File: config.mk
export PLATFORM = sky130hd
export DESIGN_NAME = uart_rx_core_flat
export DESIGN_NICKNAME = d
export VERILOG_FILES = /design/src/rtl/uart_rx_core_if.sv /design/src/rtl/uart_rx_core.sv /design/src/flat_wrapper.sv
export SDC_FILE = /design/constraint.sdc
export NUM_CORES = 1
export LEC_CHECK = 0
export CAP_MARGIN = 20
export CORE_UTILIZATION = 48
export DETAILED_ROUTE_END_ITERATION = 10
export PLACE_DENSITY = 0.67
export SYNTH_ARGS = -nofsm -noshare
export SYNTH_HDL_FRONTEND = slang
export SYNTH_SLANG_ARGS = --single-unit
File: constraint.sdc
create_clock -name uart_clk -period 7.1 [get_ports uart_clk]
set_input_delay 1.42 -clock uart_clk [delete_from_list [all_inputs] [get_ports uart_clk]]
set_output_delay 1.42 -clock uart_clk [all_outputs]
set_load 0.01 [all_outputs]
File: src/rtl/uart_rx_core_if.sv
// Register-side bundle of the UART receiver: received data, status flags and the flag clear.
// The receive core drives it through the master modport; the control/status register reads it through slave.
interface uart_rx_core_if;
  logic [7:0] rxbuf;
  logic       rx_9bit;
  logic       rxpnd;
  logic       frame_err;
  logic       overrun;
  logic       rx_busy;
  logic       rxpnd_clr;

  modport master (
    output rxbuf, rx_9bit, rxpnd, frame_err, overrun, rx_busy,
    input  rxpnd_clr
  );

  modport slave (
    input  rxbuf, rx_9bit, rxpnd, frame_err, overrun, rx_busy,
    output rxpnd_clr
  );
endinterface

File: src/rtl/uart_rx_core.sv
// UART serial receive engine: synchronizes the rx pin, recovers each bit by mid-bit majority vote
// and hands framed bytes (plus optional 9th bit) to the register side with pending/error flags.
module uart_rx_core #(
  parameter int SYNC_STAGES = 2
) (
  input  logic           uart_clk,
  input  logic           sys_rstn,
  input  logic           uart_en,
  input  logic           baud_edge,
  input  logic [15:0]    uart_baud,
  input  logic           prty_en,
  input  logic           uart_rx,
  uart_rx_core_if.master rx_bus
);

  typedef enum logic [2:0] {IDLE, START, DATA, PAR, STOP} state_t;

  state_t                 state_q, state_d;
  logic [SYNC_STAGES-1:0] sync_q;
  logic                   rx_s, rx_d, start_det;
  logic [15:0]            cnt_q, half;
  logic                   multi, end_of_bit, samp_a, samp_b, sample_pt, bit_val;
  logic                   s_a_q, s_b_q;
  logic [2:0]             bitidx_q;
  logic [7:0]             shreg_q, rxbuf_q;
  logic                   par_q, rx_9bit_q, rxpnd_q, frame_err_q, overrun_q, rx_busy_q;
  logic                   complete, shift_en, par_latch;

  // Idle line is 1, so the synchronizer resets high to avoid a phantom start edge.
  always_ff @(posedge uart_clk or negedge sys_rstn) begin
    if (!sys_rstn) begin
      sync_q <= '1;
      rx_d   <= 1'b1;
    end else begin
      sync_q <= {sync_q[SYNC_STAGES-2:0], uart_rx};
      rx_d   <= rx_s;
    end
  end

  assign rx_s      = sync_q[SYNC_STAGES-1];
  assign start_det = rx_d & ~rx_s;

  assign half       = {1'b0, uart_baud[15:1]};
  assign multi      = |uart_baud[15:1];
  assign end_of_bit = baud_edge & (cnt_q == uart_baud);
  assign samp_a     = baud_edge & multi & (cnt_q == half - 16'd1);
  assign samp_b     = baud_edge & multi & (cnt_q == half);
  assign sample_pt  = baud_edge & (multi ? (cnt_q == half + 16'd1) : (cnt_q == half));
  assign bit_val    = multi ? ((s_a_q & s_b_q) | (s_a_q & rx_s) | (s_b_q & rx_s)) : rx_s;

  always_ff @(posedge uart_clk or negedge sys_rstn) begin
    if (!sys_rstn) begin
      s_a_q <= 1'b0;
      s_b_q <= 1'b0;
    end else begin
      if (samp_a) s_a_q <= rx_s;
      if (samp_b) s_b_q <= rx_s;
    end
  end

  // The bit timer only runs inside a frame, so every frame begins counting from zero.
  always_ff @(posedge uart_clk or negedge sys_rstn) begin
    if (!sys_rstn) begin
      cnt_q <= '0;
    end else if (!uart_en || state_q == IDLE || end_of_bit) begin
      cnt_q <= '0;
    end else if (baud_edge) begin
      cnt_q <= cnt_q + 16'd1;
    end
  end

  always_ff @(posedge uart_clk or negedge sys_rstn) begin
    if (!sys_rstn) begin
      bitidx_q <= '0;
    end else if (!uart_en || state_q != DATA) begin
      bitidx_q <= '0;
    end else if (end_of_bit) begin
      bitidx_q <= bitidx_q + 3'd1;
    end
  end

  always_ff @(posedge uart_clk or negedge sys_rstn) begin
    if (!sys_rstn) state_q <= IDLE;
    else           state_q <= state_d;
  end

  // STOP completes at its sample point rather than at end-of-bit so a back-to-back start is caught.
  always_comb begin
    state_d   = state_q;
    complete  = 1'b0;
    shift_en  = 1'b0;
    par_latch = 1'b0;
    case (state_q)
      IDLE:  if (start_det) state_d = START;
      START: begin
        if (sample_pt && bit_val) state_d = IDLE;
        else if (end_of_bit)      state_d = DATA;
      end
      DATA: begin
        shift_en = sample_pt;
        if (end_of_bit && bitidx_q == 3'd7) state_d = prty_en ? PAR : STOP;
      end
      PAR: begin
        par_latch = sample_pt;
        if (end_of_bit) state_d = STOP;
      end
      STOP: begin
        if (sample_pt) begin
          complete = 1'b1;
          state_d  = IDLE;
        end
      end
      default: state_d = IDLE;
    endcase
    if (!uart_en) begin
      state_d   = IDLE;
      complete  = 1'b0;
      shift_en  = 1'b0;
      par_latch = 1'b0;
    end
  end

  always_ff @(posedge uart_clk or negedge sys_rstn) begin
    if (!sys_rstn) begin
      shreg_q <= '0;
      par_q   <= 1'b0;
    end else begin
      if (shift_en)  shreg_q <= {bit_val, shreg_q[7:1]};
      if (par_latch) par_q   <= bit_val;
    end
  end

  // A completing frame takes priority over a same-cycle clear; overrun only sets against a stale byte.
  always_ff @(posedge uart_clk or negedge sys_rstn) begin
    if (!sys_rstn) begin
      rxbuf_q     <= '0;
      rx_9bit_q   <= 1'b0;
      rxpnd_q     <= 1'b0;
      frame_err_q <= 1'b0;
      overrun_q   <= 1'b0;
      rx_busy_q   <= 1'b0;
    end else begin
      rx_busy_q <= (state_d != IDLE);
      if (complete) begin
        rxbuf_q     <= shreg_q;
        rx_9bit_q   <= prty_en & par_q;
        rxpnd_q     <= 1'b1;
        frame_err_q <= ~bit_val;
        if (rxpnd_q && !rx_bus.rxpnd_clr) overrun_q <= 1'b1;
        else if (rx_bus.rxpnd_clr)        overrun_q <= 1'b0;
      end else if (rx_bus.rxpnd_clr) begin
        rxpnd_q     <= 1'b0;
        frame_err_q <= 1'b0;
        overrun_q   <= 1'b0;
      end
    end
  end

  assign rx_bus.rxbuf     = rxbuf_q;
  assign rx_bus.rx_9bit   = rx_9bit_q;
  assign rx_bus.rxpnd     = rxpnd_q;
  assign rx_bus.frame_err = frame_err_q;
  assign rx_bus.overrun   = overrun_q;
  assign rx_bus.rx_busy   = rx_busy_q;

endmodule

File: src/flat_wrapper.sv
// flat-port wrapper written by rule: the top's interface ports become plain ports
module uart_rx_core_flat 
#(
  parameter int SYNC_STAGES = 2
)
  (uart_clk, sys_rstn, uart_en, baud_edge, uart_baud, prty_en, uart_rx, rx_bus_rxbuf, rx_bus_rx_9bit, rx_bus_rxpnd, rx_bus_frame_err, rx_bus_overrun, rx_bus_rx_busy, rx_bus_rxpnd_clr);
  uart_rx_core_if rx_bus_i ();
  input  logic uart_clk;
  input  logic sys_rstn;
  input  logic uart_en;
  input  logic baud_edge;
  input  logic [15:0] uart_baud;
  input  logic prty_en;
  input  logic uart_rx;
  output wire logic [$bits(rx_bus_i.rxbuf)-1:0] rx_bus_rxbuf;
  output wire logic [$bits(rx_bus_i.rx_9bit)-1:0] rx_bus_rx_9bit;
  output wire logic [$bits(rx_bus_i.rxpnd)-1:0] rx_bus_rxpnd;
  output wire logic [$bits(rx_bus_i.frame_err)-1:0] rx_bus_frame_err;
  output wire logic [$bits(rx_bus_i.overrun)-1:0] rx_bus_overrun;
  output wire logic [$bits(rx_bus_i.rx_busy)-1:0] rx_bus_rx_busy;
  input wire logic [$bits(rx_bus_i.rxpnd_clr)-1:0] rx_bus_rxpnd_clr;
  assign rx_bus_rxbuf = rx_bus_i.rxbuf;
  assign rx_bus_rx_9bit = rx_bus_i.rx_9bit;
  assign rx_bus_rxpnd = rx_bus_i.rxpnd;
  assign rx_bus_frame_err = rx_bus_i.frame_err;
  assign rx_bus_overrun = rx_bus_i.overrun;
  assign rx_bus_rx_busy = rx_bus_i.rx_busy;
  assign rx_bus_i.rxpnd_clr = rx_bus_rxpnd_clr;
  uart_rx_core #(.SYNC_STAGES(SYNC_STAGES)) u_core (.uart_clk(uart_clk), .sys_rstn(sys_rstn), .uart_en(uart_en), .baud_edge(baud_edge), .uart_baud(uart_baud), .prty_en(prty_en), .uart_rx(uart_rx), .rx_bus(rx_bus_i));
endmodule
Word-level counts from Yosys, hierarchy flattened:

Cells that the tools add are included.

* add/subtract/negate cells: 4
* eq/ne operators: 10
* mux-type cells: 28
* bitwise operators: 14
* reduce and logical (&&, ||, !) cells: 14

Operators with widths (count)
* $eq A16 B16 Y1: 3
* $mux W16: 2
* $mux W3: 10
* $add A15 B1 Y16 const B: 1
* $add A16 B1 Y16 const B: 1
* $eq A16 B15 Y1: 1
* $sub A15 B1 Y16 const B: 1
* $mux W1: 15
* $pmux W3 S5: 1
* $reduce_or A15 Y1: 1
* $and A1 B1 Y1: 10
* $eq A3 B2 Y1 const B: 2
* $eq A3 B3 Y1 const B: 2
* $reduce_bool A2 Y1: 3
* $add A3 B1 Y3 const B: 1
* $eq A3 B1 Y1 const B: 1
* $logic_and A1 B1 Y1: 3
* $logic_not A3 Y1: 1
* $logic_or A1 B1 Y1: 3
* $ne A3 B2 Y1 const B: 1
* $reduce_bool A3 Y1: 1
* $logic_not A1 Y1: 2
* $not A1 Y1: 2
* $or A1 B1 Y1: 2

* flip-flop bits (word level): 49
* input bits: 23
* output and inout bits: 13
* logic and storage cells: 85

Logic depth before layout (Yosys ltp):

Gate-level depths: netlist (run 1).

* word-level depth: 9
* mapped depth: 12
* gate-level depth less buffers: 10

Least setup slack after synthesis (run 1):

OpenSTA, ideal clock, no wires.

* path type: input -> register
* from: input port uart_baud[2]
* to: register u_core.rxbuf_q[1] (netlist: u_core.rx_bus.rxbuf[1])
* setup time: 0.125 ns
* arrival: 3.763 ns
* data required time: 6.975 ns
* setup slack: 3.212 ns
* cell stages on the path: 12
* path buffers: 2
* cells stage by stage: buf_2 -> inv_1 -> ha_1 -> xnor2_1 -> o21ai_0 -> nor4b_2 -> nand4_1 -> or4_1 -> o22ai_2 -> nand2_1 -> buf_6 -> mux2_4

* longest elaborated chain between the ends: 7
* elaborated cells between the ends (all ways): 9
* classes of those cells: 1 x add/sub; 2 x eq/ne; 4 x mux; 1 x bitwise; 1 x reduce/logical

Ends and longest elaborated chain
* from (decl): RTL line flat_wrapper.sv:12 `input logic [15:0] uart_baud;`
* $add A15 B1 Y16: RTL line uart_rx_core.sv:48 `assign sample_pt = baud_edge & (multi ? (cnt_q == half + 16'd1) : (cnt_q == half));`
* $eq A16 B16 Y1: RTL line uart_rx_core.sv:48
* $mux W1 (*): RTL line uart_rx_core.sv:48
* $and A1 B1 Y1 (*): RTL line uart_rx_core.sv:48
* $mux W1 (*): RTL line uart_rx_core.sv:108 `if (sample_pt) begin`
* $mux W1 (*): RTL line uart_rx_core.sv:93 `case (state_q)`
* $mux W1 (*): RTL line uart_rx_core.sv:115 `if (!uart_en) begin`
* to (signal assigned): RTL line uart_rx_core.sv:145 `rxbuf_q <= shreg_q;`
* to (decl): RTL line uart_rx_core.sv:25 `logic [7:0] shreg_q, rxbuf_q;`

Mark *: on every way between the ends. The rest lies on a longest branch, timed or not.
A chain may end at the register's enable or synchronous reset.

Final worst setup path (run 1):

* from: input port uart_baud[1]
* to: register u_core.rxbuf_q[0] (netlist: u_core.rx_bus.rxbuf[0])

Same word-level chain as after synthesis.

==> results of run 1 <==
logic make-up (layout without fill, tap and decap cells):
group | after synthesis | count (layout) | share of synthesized area, %
muxes | 22 | 22 | 7.74
xor gates and xnor gates | 64 | 64 | 16.2
DFF | 49 | 49 | 35.0
adders and majority gates | 5 | 5 | 1.78
AOI/OAI and AO/OA | 52 | 52 | 9.66
and+or+nand+nor | 163 | 163 | 24.7
buffers and inverters | 37 | 53 | 4.88
cell type report:
cell class              count  area, um2  area share [%]
clock inverters             3       26.3           0.667
well taps                  96        120            3.05
inverters                   9       33.8           0.857
clock buffers               5       68.8            1.75
repair buffers             36        353            8.96
multi-input cells         306       2110            53.5
flip-flops and latches     49       1230            31.2
critical path, delay by kind of cell:
kind | cells | cell delay, ns
adder cells (fa/ha/maj) | 1 | 0.31
XOR/XNOR | 1 | 0.20
buffers and inverters | 2 | 0.72
multiplexers | 1 | 0.43
AND/OR/NAND/NOR | 4 | 1.42
AO/OA/AOI/OAI | 2 | 0.43
through the flow:
stage	util [%]	instances
floorplan	-	392
global placement	55.4	496
detailed placement	55.4	496
CTS	56.7	504
global route	56.7	504
finish	56.7	504
per-layer routing:
metal  wire length (um)  vias up
met1               4100     1386
met5                  0        -
li1                   -     1409
met3                355       12
met4                136        0
met2               4030       56
power breakdown:
group	switching [mW]	internal (mW)	leakage, nW
clock network	0.103	0.0733	0.0495
logic	0.0466	0.0302	0.893
registers	0.00198	0.281	0.673
state kept, by name (all words and copies together) (netlist names):
name,count
u_core.bitidx_q,3
u_core.cnt_q,16
u_core.par_q,1
u_core.rx_bus.frame_err,1
u_core.rx_bus.overrun,1
u_core.rx_bus.rx_9bit,1
u_core.rx_bus.rx_busy,1
u_core.rx_bus.rxbuf,8
u_core.rx_bus.rxpnd,1
u_core.rx_d,1
u_core.s_a_q,1
u_core.s_b_q,1
u_core.shreg_q,8
u_core.state_q,3
u_core.sync_q,2
how the worst min path moves through the flow:
stage | from | depth (start not counted) | to | slack, ns
floorplan | u_core.sync_q[0]$_DFF_PN1_ | 0 | u_core.sync_q[1]$_DFF_PN1_ | 0.35
global placement | u_core.sync_q[0]$_DFF_PN1_ | 0 | u_core.sync_q[1]$_DFF_PN1_ | 0.35
detailed placement | u_core.sync_q[0]$_DFF_PN1_ | 0 | u_core.sync_q[1]$_DFF_PN1_ | 0.35
CTS | u_core.sync_q[0]$_DFF_PN1_ | 0 | u_core.sync_q[1]$_DFF_PN1_ | 0.36
global route | u_core.sync_q[0]$_DFF_PN1_ | 0 | u_core.sync_q[1]$_DFF_PN1_ | 0.37
finish | u_core.sync_q[0]$_DFF_PN1_ | 0 | u_core.sync_q[1]$_DFF_PN1_ | 0.36
placed cells by master (no fill, tap or decap), drive strengths merged, types with 3 or more instances in the layout:
| cell type | count |
|---|---|
| nand3 | 22 |
| dfrtp | 46 |
| nor2 | 38 |
| nor3 | 10 |
| or2 | 3 |
| nor4b | 3 |
| and3 | 10 |
| o21ai | 14 |
| mux2 | 20 |
| nor2b | 4 |
| o22ai | 4 |
| nor3b | 3 |
| o31ai | 3 |
| inv | 12 |
| a21oi | 13 |
| clkdlybuf4s50 | 34 |
| nand2 | 26 |
| ha | 5 |
| xnor2 | 29 |
| a31oi | 4 |
| nor4 | 8 |
| or3 | 8 |
| xor2 | 35 |
| or4 | 4 |
| dfstp | 3 |
| clkbuf | 5 |
| nand2b | 6 |
| nand4 | 14 |
==> results by group, run 1 <==
Route
  • Via density: 5.68
  • ANT nets after route: 0
  • Iter 0 DRT Violations: 219
  • DR WL/cell: 17.1 um
  • Routed wire length: 8630 um
  • Drt pass-1 iters: 4
  • Drt drc: 0
  • Vias: 2863

Clocking
  • Post-CTS setup buffers: 0
  • Post-CTS Hold Buffers: 0
  • CTS Buf Count: 5
  • CTS root buf: clkbuf_8
  • TritonCTS Sinks: 49
  • Cts repair resizes: 0
  • CTS tree: done
  • Clk Latency, worst-skew pair: 0.31 ns
  • Clock tree buffer depth: 2
  • CTS H-tree depth: 2
  • Clock transition at path regs: 0.11 ns

Critical path
  • Crit path kind: input pin to register
  • Worst setup SP type: input pin
  • Crit. End Element: register
  • Cell Chain, Critical Path: clkdlybuf4s50_1 > inv_1 > ha_1 > xnor2_1 > o21ai_0 > nor4b_2 > nand4_1 > or4_1 > o22ai_2 > nand2_1 > mux2_1
  • Critical Path RT: 7.31 ns
  • Reg-to-reg critical path startpoint: u_core.cnt_q[10]$_DFFE_PN0P_
  • CP arrival: 4.94 ns
  • Worst Setup SP: uart_baud[1]
  • CP max FO: 11
  • FF-to-FF End: u_core.rx_bus.rxbuf[0]$_DFFE_PN0P_
  • Worst r2r path cells: 8
  • R2R Setup Slk: 3.81 ns
  • Worst Setup EP: u_core.rx_bus.rxbuf[0]$_DFFE_PN0P_
  • CP max-delay cell: clkdlybuf4s50_1
  • Slowest cell delay on critical path: 0.64 ns

Power
  • Total power: 0.537 mW
  • Lkg Pwr: 1.62 nW
  • VDD IR max: 0.000106 V
  • Pwr/cell area: 136 nW/um2

Die
  • Starting Density: 50.5%
  • Placeable Area: 6940 um2
  • Die Ht: 87.5 um
  • Die Width: 87.5 um
  • Die area: 7660 um2
  • Num rows: 30
  • I/O pin total: 36

Synthesis
  • Synthesized Nets: 420
  • Post-synth ARST share: 100%
  • Post-synth top area cell: dfrtp_1
  • Synth cell types: 56
  • List of most frequent post-synthesis cells: dfrtp_1 (46), nor2_1 (38), xor2_1 (34)
  • Synthesis Warnings: 0
  • Cell area after synthesis: 3510 um2
  • Mapped Cells: 392
  • Yosys reg bits: 49
  • Number of synthesized flops with an enable pin: 0
  • Synth top area share: 32.8%
  • Syn Area/Cell: 8.95 um2
  • Count leader, synth: dfrtp_1
  • Top_reg_cell synth: dfrtp_1
  • Area contributors post-synth: dfrtp_1 (33%), xor2_1 (8.5%), xnor2_1 (7.2%)
  • Sequential-to-total area share from yosys stat: 35.0%

Final layout
  • Layout cells sized above 1: 7.60%
  • P&R area growth vs syn: 12.3%
  • FILL cells: 639
  • Final net count: 435
  • Antenna cells: 0
  • Design area: 3940 um2

Placement
  • Port bufs: 35
  • Placed Area: 3840 um2
  • Pre-CTS worst setup slack: 2.01 ns
  • Gpl congestion: 0.969
  • Post-DP HPWL: 6510 um

STA
  • Layout Skew: 0.0131 ns
  • Setup_tns: 0 ns
  • Fmax: 0.211 GHz
  • Min Tclk post-route: 4.73 ns
  • Period utilisation layout: 66.7%
  • Hold_ws: 0.361 ns
  • Worst-margin pin slew: 0.911 ns
  • Relative slew slack: 38.6%
  • Endpoints failing hold: 0
  • Final WS setup: 2.37 ns
  • Max-slew violation count: 0
  • Final setup viols: 0
  • RSZ-0062 raised after global routing: no

GRT
  • Busiest layer in global routing: met2
  • Largest net degree at the start of global routing: 50
  • GR Util met1: 32.8%
  • Met3 Use GR: 4.08%
  • Antenna violations before repair: 0
  • Total grt overflow: 0
  • Gr usage total: 23.9%
  • Grt met2 use: 39.1%
  • Global-route wire length before repair: 13900 um
  • Vias in the first global route: 2814

Min path
  • Worst min-delay path class: register to register

Flow run
  • Max cap viols: 0

Run status
  • Status: complete, no violations
(Power assumes the default switching activity.)
==> run 2: changes to the inputs <==
==> constraint.sdc (replaced) <==
create_clock -name uart_clk -period 4.55 [get_ports uart_clk]
set_input_delay 0.91 -clock uart_clk [delete_from_list [all_inputs] [get_ports uart_clk]]
set_output_delay 0.91 -clock uart_clk [all_outputs]
set_load 0.01 [all_outputs]
==> run 2 against run 1 <==
Compared with the run above: final area up 1.7%; hold slack gained 0.0030 ns; count of clock-buffer cells in the layout unchanged; utilization is 0.96 points higher; largest power group unchanged; die area unchanged; wire length is 0.39% lower; clock skew down 0.0028 ns; critical endpoint is now u_core.shreg_q[6]$_DFFE_PN0P_; global-route usage rose by 0.90 points; sequential share of layout area shrank 0.52 points; power up 55%; worst setup slack got worse by 1.7 ns.
==> results by group, run 2 (synthesized netlist as in run 1, its figures left out) <==
Run status
  • Status: complete, no violations (unchanged)

Final layout
  • Antenna cells: 0 (unchanged)
  • Final net count: 444 (was 435)
  • Design area: 4010 um2 (was 3940 um2)
  • FILL cells: 641 (was 639)
  • Reg area: 1230 um2 (unchanged)
  • Most frequent cells in the layout: dfrtp_1 (46), nor2_1 (38), xor2_1 (34), clkdlybuf4s50_1 (34), xnor2_1 (29) (unchanged)
  • Layout cells sized above 1: 9.59% (was 7.60%)
  • Area of the multi-input gates: 2110 um2 (unchanged)
  • Commonest non-fill, non-tap cell in the layout: dfrtp_1 (unchanged)
  • Max FFs per register: 16 (unchanged)
  • Largest register by flop count: u_core.cnt_q (unchanged)
  • P&R area growth vs syn: 14.2% (was 12.3%)

Critical path
  • Reg-to-reg critical path startpoint: u_core.cnt_q[10]$_DFFE_PN0P_ (unchanged)
  • FF-to-FF End: u_core.rx_bus.rxbuf[0]$_DFFE_PN0P_ (unchanged)
  • Crit path kind: input pin to register (unchanged)
  • Worst r2r path cells: 9 (was 8)
  • Crit. End Element: register (unchanged)
  • Worst setup SP type: input pin (unchanged)
  • Critical Path RT: 4.74 ns (was 7.31 ns)
  • CP max FO: 8 (was 11)
  • CP arrival: 4.10 ns (was 4.94 ns)
  • R2R Setup Slk: 1.55 ns (was 3.81 ns)

GRT
  • Global-route wire length before repair: 14300 um (was 13900 um)
  • Antenna violations before repair: 0 (unchanged)
  • Vias in the first global route: 2917 (was 2814)
  • Largest net degree at the start of global routing: 50 (unchanged)
  • Total grt overflow: 0 (unchanged)
  • Gr usage total: 24.8% (was 23.9%)

STA
  • Layout Skew: 0.0103 ns (was 0.0131 ns)
  • Relative slew slack: 40.5% (was 38.6%)
  • Max-slew violation count: 0 (unchanged)
  • Final WS setup: 0.640 ns (was 2.37 ns)
  • Worst-margin pin slew: 0.883 ns (was 0.911 ns)
  • RSZ-0062 raised after global routing: no (unchanged)
  • Period utilisation layout: 85.9%
  • Final setup viols: 0 (unchanged)
  • Endpoints failing hold: 0 (unchanged)
  • Min Tclk post-route: 3.91 ns
  • Setup_tns: 0 ns (unchanged)
  • Fmax: 0.256 GHz
  • Hold_ws: 0.364 ns (was 0.361 ns)

Route
  • Drt pass-1 iters: 4 (unchanged)
  • DR WL/cell: 16.8 um (was 17.1 um)
  • Drt drc: 0 (unchanged)
  • ANT nets after route: 0 (unchanged)
  • Iter 0 DRT Violations: 175 (was 219)
  • Routed wire length: 8590 um (was 8630 um)
  • Via density: 5.75 (was 5.68)
  • Vias: 2952 (was 2863)

Clocking
  • Post-CTS Hold Buffers: 0 (unchanged)
  • Clk Latency, worst-skew pair: 0.31 ns (about the same)
  • TritonCTS Sinks: 49 (unchanged)
  • Clock tree buffer depth: 2 (unchanged)
  • Clock transition at path regs: 0.09 ns (was 0.11 ns)
  • Post-CTS setup buffers: 0 (unchanged)
  • CTS root buf: clkbuf_8 (unchanged)
  • CTS Buf Count: 5 (unchanged)
  • Cts repair resizes: 0 (unchanged)
  • CTS H-tree depth: 2 (unchanged)
  • CTS tree: done (unchanged)

Power
  • Pwr/cell area: 208 nW/um2 (was 136 nW/um2)
  • Total power: 0.833 mW (was 0.537 mW)
  • VDD IR max: 0.000152 V (was 0.000106 V)
  • Lkg Pwr: 1.65 nW (was 1.62 nW)

Min path
  • HP Start: u_core.sync_q[0]$_DFF_PN1_ (unchanged)
  • Worst min-delay path class: register to register (unchanged)
  • Hold EP: u_core.sync_q[1]$_DFF_PN1_ (unchanged)
  • Hold path depth: 0 (unchanged)

Placement
  • Post-DP HPWL: 6560 um (was 6510 um)
  • Placed Area: 3910 um2 (was 3840 um2)
  • Port bufs: 35 (unchanged)
  • Gpl congestion: 0.993 (was 0.969)
  • Pre-CTS worst setup slack: 0.327 ns (was 2.01 ns)

Die
  • Placeable Area: 6940 um2 (unchanged)
  • Num rows: 30 (unchanged)
  • Die area: 7660 um2 (unchanged)
  • Die Width: 87.5 um (unchanged)
  • Die Ht: 87.5 um (unchanged)
  • Starting Density: 50.5% (unchanged)
  • I/O pin total: 36 (unchanged)

Flow run
  • Max cap viols: 0 (unchanged)
==> run 2: cell types whose count changed in the layout (fill, tap and decap cells not counted), sizes merged <==
cell      previous run  this run
buf                  2        11
clkinv               0         1
clkinvlp             0         1
inv                 12        10
==> run 2: final cells by class <==
type                            instances  share of cell area, %
Tap cell                               96                   3.00
Clock inverter                          3                  0.625
Sequential cell                        49                   30.7
Timing Repair Buffer                   45                   10.5
Multi-Input combinational cell        306                   52.6
Inverter                                9                  0.843
Clock buffer                            5                   1.72
==> run 2: per-stage QoR <==
step                instances  util [%]
floorplan                 392         -
global placement          505      56.3
detailed placement        505      56.3
CTS                       513      57.7
global route              513      57.7
finish                    513      57.7
==> run 2: worst max-delay path, stage by stage <==
cell and delay [ns]:
clkdlybuf4s50_1 0.64, ha_1 0.29, nand4_1 0.18, nor2_1 0.29
mux2_2 0.37, o21ai_1 0.18, nand3b_1 0.11, o31ai_2 0.41
nand2b_1 0.33, mux2_1 0.40
==> run 2: how the worst max path moves through the flow <==
stage / from / endpoint / cells after the start
6_report: uart_baud[2] / u_core.shreg_q[6]$_DFFE_PN0P_ / 10
5_1_grt: uart_baud[1] / u_core.shreg_q[6]$_DFFE_PN0P_ / 10
4_1_cts: uart_baud[2] / u_core.shreg_q[6]$_DFFE_PN0P_ / 10
3_5_place_dp: uart_baud[2] / u_core.shreg_q[4]$_DFFE_PN0P_ / 10
3_3_place_gp: uart_baud[1] / u_core.rx_bus.rxbuf[0]$_DFFE_PN0P_ / 12
2_1_floorplan: uart_baud[2] / u_core.rx_bus.rxbuf[1]$_DFFE_PN0P_ / 12
==> run 2: report_power, final <==
group          switching [mW]  internal, mW  leakage, nW
clock                   0.154         0.111       0.0447
sequential            0.00311         0.439        0.673
combinational          0.0742        0.0516        0.936
total                   0.231         0.602         1.65
==> run 2: routing by layer <==
metal,routed length [um],global-route usage (%)
met3,499,4.45
met4,239,9.54
met1,3940,33.2
met2,3920,40.1
met5,0,0
